==> src/rtl/mips8_pkg.sv <==
// Shared definitions for the 8-bit MIPS datapath.
// Covers instruction field positions, opcodes and the fetch-stage state encoding.
package mips8_pkg;

  localparam int PC_W    = 8;
  localparam int INSTR_W = 16;

  localparam logic [PC_W-1:0] RESET_PC = 8'h00;

  localparam logic [3:0] OP_RTYPE = 4'h0;
  localparam logic [3:0] OP_ADDI  = 4'h1;
  localparam logic [3:0] OP_LW    = 4'h2;
  localparam logic [3:0] OP_SW    = 4'h3;
  localparam logic [3:0] OP_BEQ   = 4'h4;
  localparam logic [3:0] OP_J     = 4'h5;
  localparam logic [3:0] HALT_OP  = 4'hF;

  // Field positions within the 16-bit instruction word
  localparam int OP_HI    = 15;
  localparam int OP_LO    = 12;
  localparam int RS_HI    = 11;
  localparam int RS_LO    = 9;
  localparam int RT_HI    = 8;
  localparam int RT_LO    = 6;
  localparam int RD_HI    = 5;
  localparam int RD_LO    = 3;
  localparam int FUNCT_HI = 2;
  localparam int FUNCT_LO = 0;
  localparam int IMM_HI   = 5;
  localparam int IMM_LO   = 0;

  typedef enum logic [1:0] {
    FETCH  = 2'd0,
    HOLD   = 2'd1,
    HALTED = 2'd2
  } fetch_state_e;

endpackage

==> src/rtl/if_stage_ir_fields.sv <==
// Combinational splitter of an instruction word into its decode fields.
// Kept separate so a later decode stage can reuse it.
module ir_fields
  import mips8_pkg::*;
(
  input  logic [INSTR_W-1:0] ir,
  output logic [3:0]         opcode,
  output logic [2:0]         rs,
  output logic [2:0]         rt,
  output logic [2:0]         rd,
  output logic [2:0]         funct,
  output logic [5:0]         imm6
);

  assign opcode = ir[OP_HI:OP_LO];
  assign rs     = ir[RS_HI:RS_LO];
  assign rt     = ir[RT_HI:RT_LO];
  assign rd     = ir[RD_HI:RD_LO];
  assign funct  = ir[FUNCT_HI:FUNCT_LO];
  assign imm6   = ir[IMM_HI:IMM_LO];

endmodule

==> src/rtl/if_stage.sv <==
// Instruction fetch stage: PC, imem req/ack handshake, IR with valid/ready to decode.
// Redirect beats everything except reset; HALT stops fetching until a redirect.
module if_stage
  import mips8_pkg::*;
#(
  parameter int              PC_W     = mips8_pkg::PC_W,
  parameter int              INSTR_W  = mips8_pkg::INSTR_W,
  parameter logic [PC_W-1:0] RESET_PC = mips8_pkg::RESET_PC,
  parameter logic [3:0]      HALT_OP  = mips8_pkg::HALT_OP
) (
  input  logic               clk,
  input  logic               rst,
  output logic               imem_req,
  output logic [PC_W-1:0]    imem_addr,
  input  logic               imem_ack,
  input  logic [INSTR_W-1:0] imem_rdata,
  input  logic               redirect_valid,
  input  logic [PC_W-1:0]    redirect_pc,
  output logic               ir_valid,
  input  logic               ir_ready,
  output logic [PC_W-1:0]    ir_pc,
  output logic [PC_W-1:0]    ir_pc_plus1,
  output logic [3:0]         opcode,
  output logic [2:0]         rs,
  output logic [2:0]         rt,
  output logic [2:0]         rd,
  output logic [2:0]         funct,
  output logic [5:0]         imm6,
  output logic               halted
);

  fetch_state_e       state_q, state_d;
  logic [PC_W-1:0]    pc_q, pc_d;
  logic [INSTR_W-1:0] ir_q, ir_d;
  logic [PC_W-1:0]    ir_pc_q, ir_pc_d;

  ir_fields u_ir_fields (
    .ir     (ir_q),
    .opcode (opcode),
    .rs     (rs),
    .rt     (rt),
    .rd     (rd),
    .funct  (funct),
    .imm6   (imm6)
  );

  // An ack is only honoured in a cycle where a request is actually issued,
  // which also drops acks during reset, redirect, halt and backpressure.
  always_comb begin
    state_d  = state_q;
    pc_d     = pc_q;
    ir_d     = ir_q;
    ir_pc_d  = ir_pc_q;
    imem_req = 1'b0;
    if (rst) begin
      imem_req = 1'b0;
    end else if (redirect_valid) begin
      state_d = FETCH;
      pc_d    = redirect_pc;
    end else begin
      case (state_q)
        FETCH: begin
          imem_req = 1'b1;
          if (imem_ack) begin
            ir_d    = imem_rdata;
            ir_pc_d = pc_q;
            pc_d    = pc_q + PC_W'(1);
            state_d = HOLD;
          end
        end
        HOLD: begin
          if (ir_ready) begin
            if (opcode == HALT_OP) begin
              state_d = HALTED;
            end else begin
              imem_req = 1'b1;
              if (imem_ack) begin
                ir_d    = imem_rdata;
                ir_pc_d = pc_q;
                pc_d    = pc_q + PC_W'(1);
              end else begin
                state_d = FETCH;
              end
            end
          end
        end
        HALTED: begin
          state_d = HALTED;
        end
        default: begin
          state_d = FETCH;
        end
      endcase
    end
  end

  always_ff @(posedge clk) begin
    if (rst) begin
      state_q <= FETCH;
      pc_q    <= RESET_PC;
      ir_q    <= '0;
      ir_pc_q <= '0;
    end else begin
      state_q <= state_d;
      pc_q    <= pc_d;
      ir_q    <= ir_d;
      ir_pc_q <= ir_pc_d;
    end
  end

  assign imem_addr   = pc_q;
  assign ir_valid    = (state_q == HOLD);
  assign halted      = (state_q == HALTED);
  assign ir_pc       = ir_pc_q;
  assign ir_pc_plus1 = ir_pc_q + PC_W'(1);

endmodule

==> config.mk <==
export PLATFORM = sky130hd
export DESIGN_NAME = if_stage
export DESIGN_NICKNAME = d
export VERILOG_FILES = /design/src/rtl/mips8_pkg.sv /design/src/rtl/if_stage_ir_fields.sv /design/src/rtl/if_stage.sv
export SDC_FILE = /design/constraint.sdc
export NUM_CORES = 1
export LEC_CHECK = 0
export ABC_AREA = 1
export CORE_ASPECT_RATIO = 2
export CORE_UTILIZATION = 40
export DETAILED_ROUTE_END_ITERATION = 10
export PLACE_DENSITY = 0.77
export SETUP_SLACK_MARGIN = 0.1
export SLEW_MARGIN = 20
export SYNTH_ARGS = -nofsm -noshare
export SYNTH_HDL_FRONTEND = slang
export SYNTH_HIERARCHICAL = 1
export SYNTH_SLANG_ARGS = --single-unit
==> constraint.sdc <==
create_clock -name clk -period 1.3 [get_ports clk]
set_input_delay 0.26 -clock clk [delete_from_list [all_inputs] [get_ports clk]]
set_output_delay 0.26 -clock clk [all_outputs]
set_load 0.02 [all_outputs]
==> results.cfg <==
[timing]
post-route-period-util = 1.23
setup_viol = 41
slew_headroom = 0.735
worst_slack_ns = -0.302
post-route-min-period_ns = 1.60
hold_viol = 0
rsz0062_at_grt = true
clock-skew-final_ns = 0.00822
fmaxAchievable_mhz = 624
finalMaxSlewViolations = 0
worst_pin_slew_ns = 0.393

[floorplan]
fp.coreArea_um2 = 4910
die_area_um2 = 5460
die_width_um = 52.7
num_rows = 36
ios = 78
start_util = 0.419
die_h_um = 103

[detailed_routing]
vias = 2075
drcViolationCount = 0
antenna_left = 0
routed_wl_mm = 6.62
drt-vias-per-instance = 4.86
drt_iter0_markers = 35
drt_first_pass_iters = 4
post_drt_wl_per_cell_um = 15.5

[final_layout]
final_layout_size_suffix_gt1_frac = 0.665
fillers = 330
final_nets = 400
layout_commonest_cell = buf_4
area_growth_pct = 84.8
final_cell_mix = buf_4 (46), inv_1 (32), a21oi_2 (26)
diodes = 0
post-route-util = 0.775

[synth]
avgSynthCellArea_um2 = 8.21
synth_edf_count = 0
syn-cell-area_um2 = 2060
synth_simple_gate_area_frac = 0.178
syn_nets = 282
synthAdderAreaFrac = 0.0122
yosysSeqAreaShare = 0.330
synth_compound_area_frac = 0.241
synthXorXnorAreaFrac = 0.0383
synth_seq_cells = 34
ys_warn_count = 6
ys_async_sr_fraction = 0
muxShareOfSynthArea = 0
synth_top_family_by_area = compound AO/OA/AOI/OAI gates
ys.flop_type = dfxtp_1
syn_inst = 251
synth.distinct_cells = 31

[power]
switching_power_uw = 1080
intPower_uw = 2150
p_per_area_nw_per_um2 = 849
switching_share = 0.333
ir_drop_uv = 968
combPwrFrac = 0.348
p_seq_frac = 0.369
pwr-share-clk = 0.284
p_leak_uw = 0.00167

[global_route]
grt_usage = 0.246
antenna_found_initial = 0
grt_max_degree = 16
gr-total-overflow = 0
grt_pass1_vias = 2112
grt_pass1_wl_mm = 9.58

[place]
place.gp.congestion = 0.854
place_hpwl_mm = 3.67
preCtsSetupSlack_ns = -0.642
portBuffers = 77

[worst_hold_path]
min_from = rst
holdPathStages = 4
min_to = state_q[0]$_SDFFE_PP0P_
hp-class = in -> reg

[worst_setup_path]
worst_setup_path_end_kind = output port
crit_buf_inv = 1
path_delay_family = flip-flops
worstReg2RegEnd = imem_addr[2]$_SDFFE_PP0P_
critPathSlowestCell = dfxtp_4
cpPeakStageDelay_ns = 0.39
cp.required_ns = 1.04
cp_max_fo = 3
rr_worst_depth = 10
arrival_ns = 1.34
start_kind = register
path_class = reg -> out
crit_chain = ha_4 -> nand3_4 -> nor3_4 -> xor2_2 -> buf_4
regToRegStartpoint = state_q[1]$_SDFFE_PP0P_
ff2ff_setup_slack_ns = -0.17

[clocking]
clkSinkCount = 34
cts.htree.levels = 2
cts_hold_buf = 0
clkTransAtPathRegs_ns = 0.08
cts.path.max_buffers = 2
root_buffer = clkbuf_8
cts_made_buffers = 5
cts_tree = built
clk_latency_ns = 0.29

[flow_run]
max-cap-violations = 0

[outcome]
status = complete, but fails checks
violations = setup timing
==> worst reg2reg max path: stages (launching register included) <==
cell and delay, ns:
dfxtp_2 0.35, inv_2 0.06, buf_6 0.12, nand3_4 0.06, nand2_2 0.06, inv_2 0.09
nand3_4 0.11, buf_12 0.16, buf_12 0.14, a21oi_4 0.13, nor3_2 0.06
==> registers in the layout, indices dropped and copies added, names as in the netlist <==
signal and cells:
ir_q 16, imem_addr 8, ir_pc 8, state_q 2
==> repair_timing <==
item	4_1_cts	5_1_grt
buffers inserted	18	7
resized for setup	258	59
gates cloned	5	1
pin swaps	33	14
setup endpoints to repair	83	68
==> power groups by stage <==
stage	Clock, uW	Sequential [uW]	Combinational, uW
after global placement	0	1200	895
final	916	1190	1120
after CTS	920	1190	1040
after detailed placement	0	1200	908
after floorplan	0	1250	486
after global routing	961	1200	1190
==> logic make-up (layout without fill, tap and decap cells) <==
| kind of cell | Yosys count | after routing |
|---|---|---|
| compound gates | 62 | 62 |
| xor+xnor | 9 | 9 |
| fa+ha+maj | 2 | 2 |
| buf+inv | 72 | 191 |
| flops | 34 | 34 |
| simple gates | 72 | 72 |
==> cell type report <==
| type | count | area, um2 | area share |
|---|---|---|---|
| sequential | 34 | 713 | 0.187 |
| multi-input combinational | 145 | 1370 | 0.360 |
| tap | 57 | 71.3 | 0.0187 |
| timing repair buffer | 141 | 1370 | 0.359 |
| clock inverter | 2 | 10.0 | 0.00263 |
| clock buffer | 6 | 93.8 | 0.0247 |
| inverter | 42 | 183 | 0.0480 |
==> Yosys cell counts, types with 2 or more instances <==
cell type / number / area, um2
a21oi_1: 5 / 25.0
a21oi_2: 25 / 219
buf_4: 22 / 165
buf_6: 4 / 45.0
clkbuf_4: 2 / 15.0
dfxtp_1: 34 / 681
ha_1: 2 / 25.0
inv_1: 35 / 131
inv_2: 4 / 15.0
inv_4: 2 / 12.5
nand2_1: 25 / 93.8
nand2_2: 3 / 18.8
nand2_4: 2 / 22.5
nand3_1: 13 / 65.1
nor2_1: 18 / 67.6
nor3_1: 2 / 10.0
nor3_2: 2 / 20.0
o21ai_0: 6 / 30.0
o21ai_2: 24 / 210
or2_2: 3 / 18.8
xor2_1: 8 / 70.1
==> layer usage <==
metal,track usage,vias up,share of wire
li1,-,1009,-
met1,0.218,977,0.33
met2,0.500,70,0.60
met3,0.0380,19,0.035
met4,0.119,0,0.033
met5,0,-,0
==> stage by stage <==
stage	hold slack (ns)	power, uW	setup TNS, ns	area [um2]	std cells
after global routing	0.440	3350	-7.55	3800	427
after global placement	0.437	2090	-17.37	3070	391
after CTS	0.433	3150	-4.59	3650	422
final	0.416	3230	-5.31	3800	427
after detailed placement	0.442	2110	-18.62	3070	391
after floorplan	0.319	1730	-0.108	2170	251
==> how the worst max path moves through the flow <==
stage               cells past startpoint                   from              to
global placement                        5                    rst        imem_req
floorplan                               4  ir_pc[0]$_SDFFE_PP0P_  ir_pc_plus1[6]
finish                                  5  ir_pc[1]$_SDFFE_PP0P_  ir_pc_plus1[6]
detailed placement                      5                    rst        imem_req
global route                            5  ir_pc[1]$_SDFFE_PP0P_  ir_pc_plus1[6]
CTS                                     5  ir_pc[1]$_SDFFE_PP0P_  ir_pc_plus1[7]
Note: power is estimated with default switching activity, not from simulation.
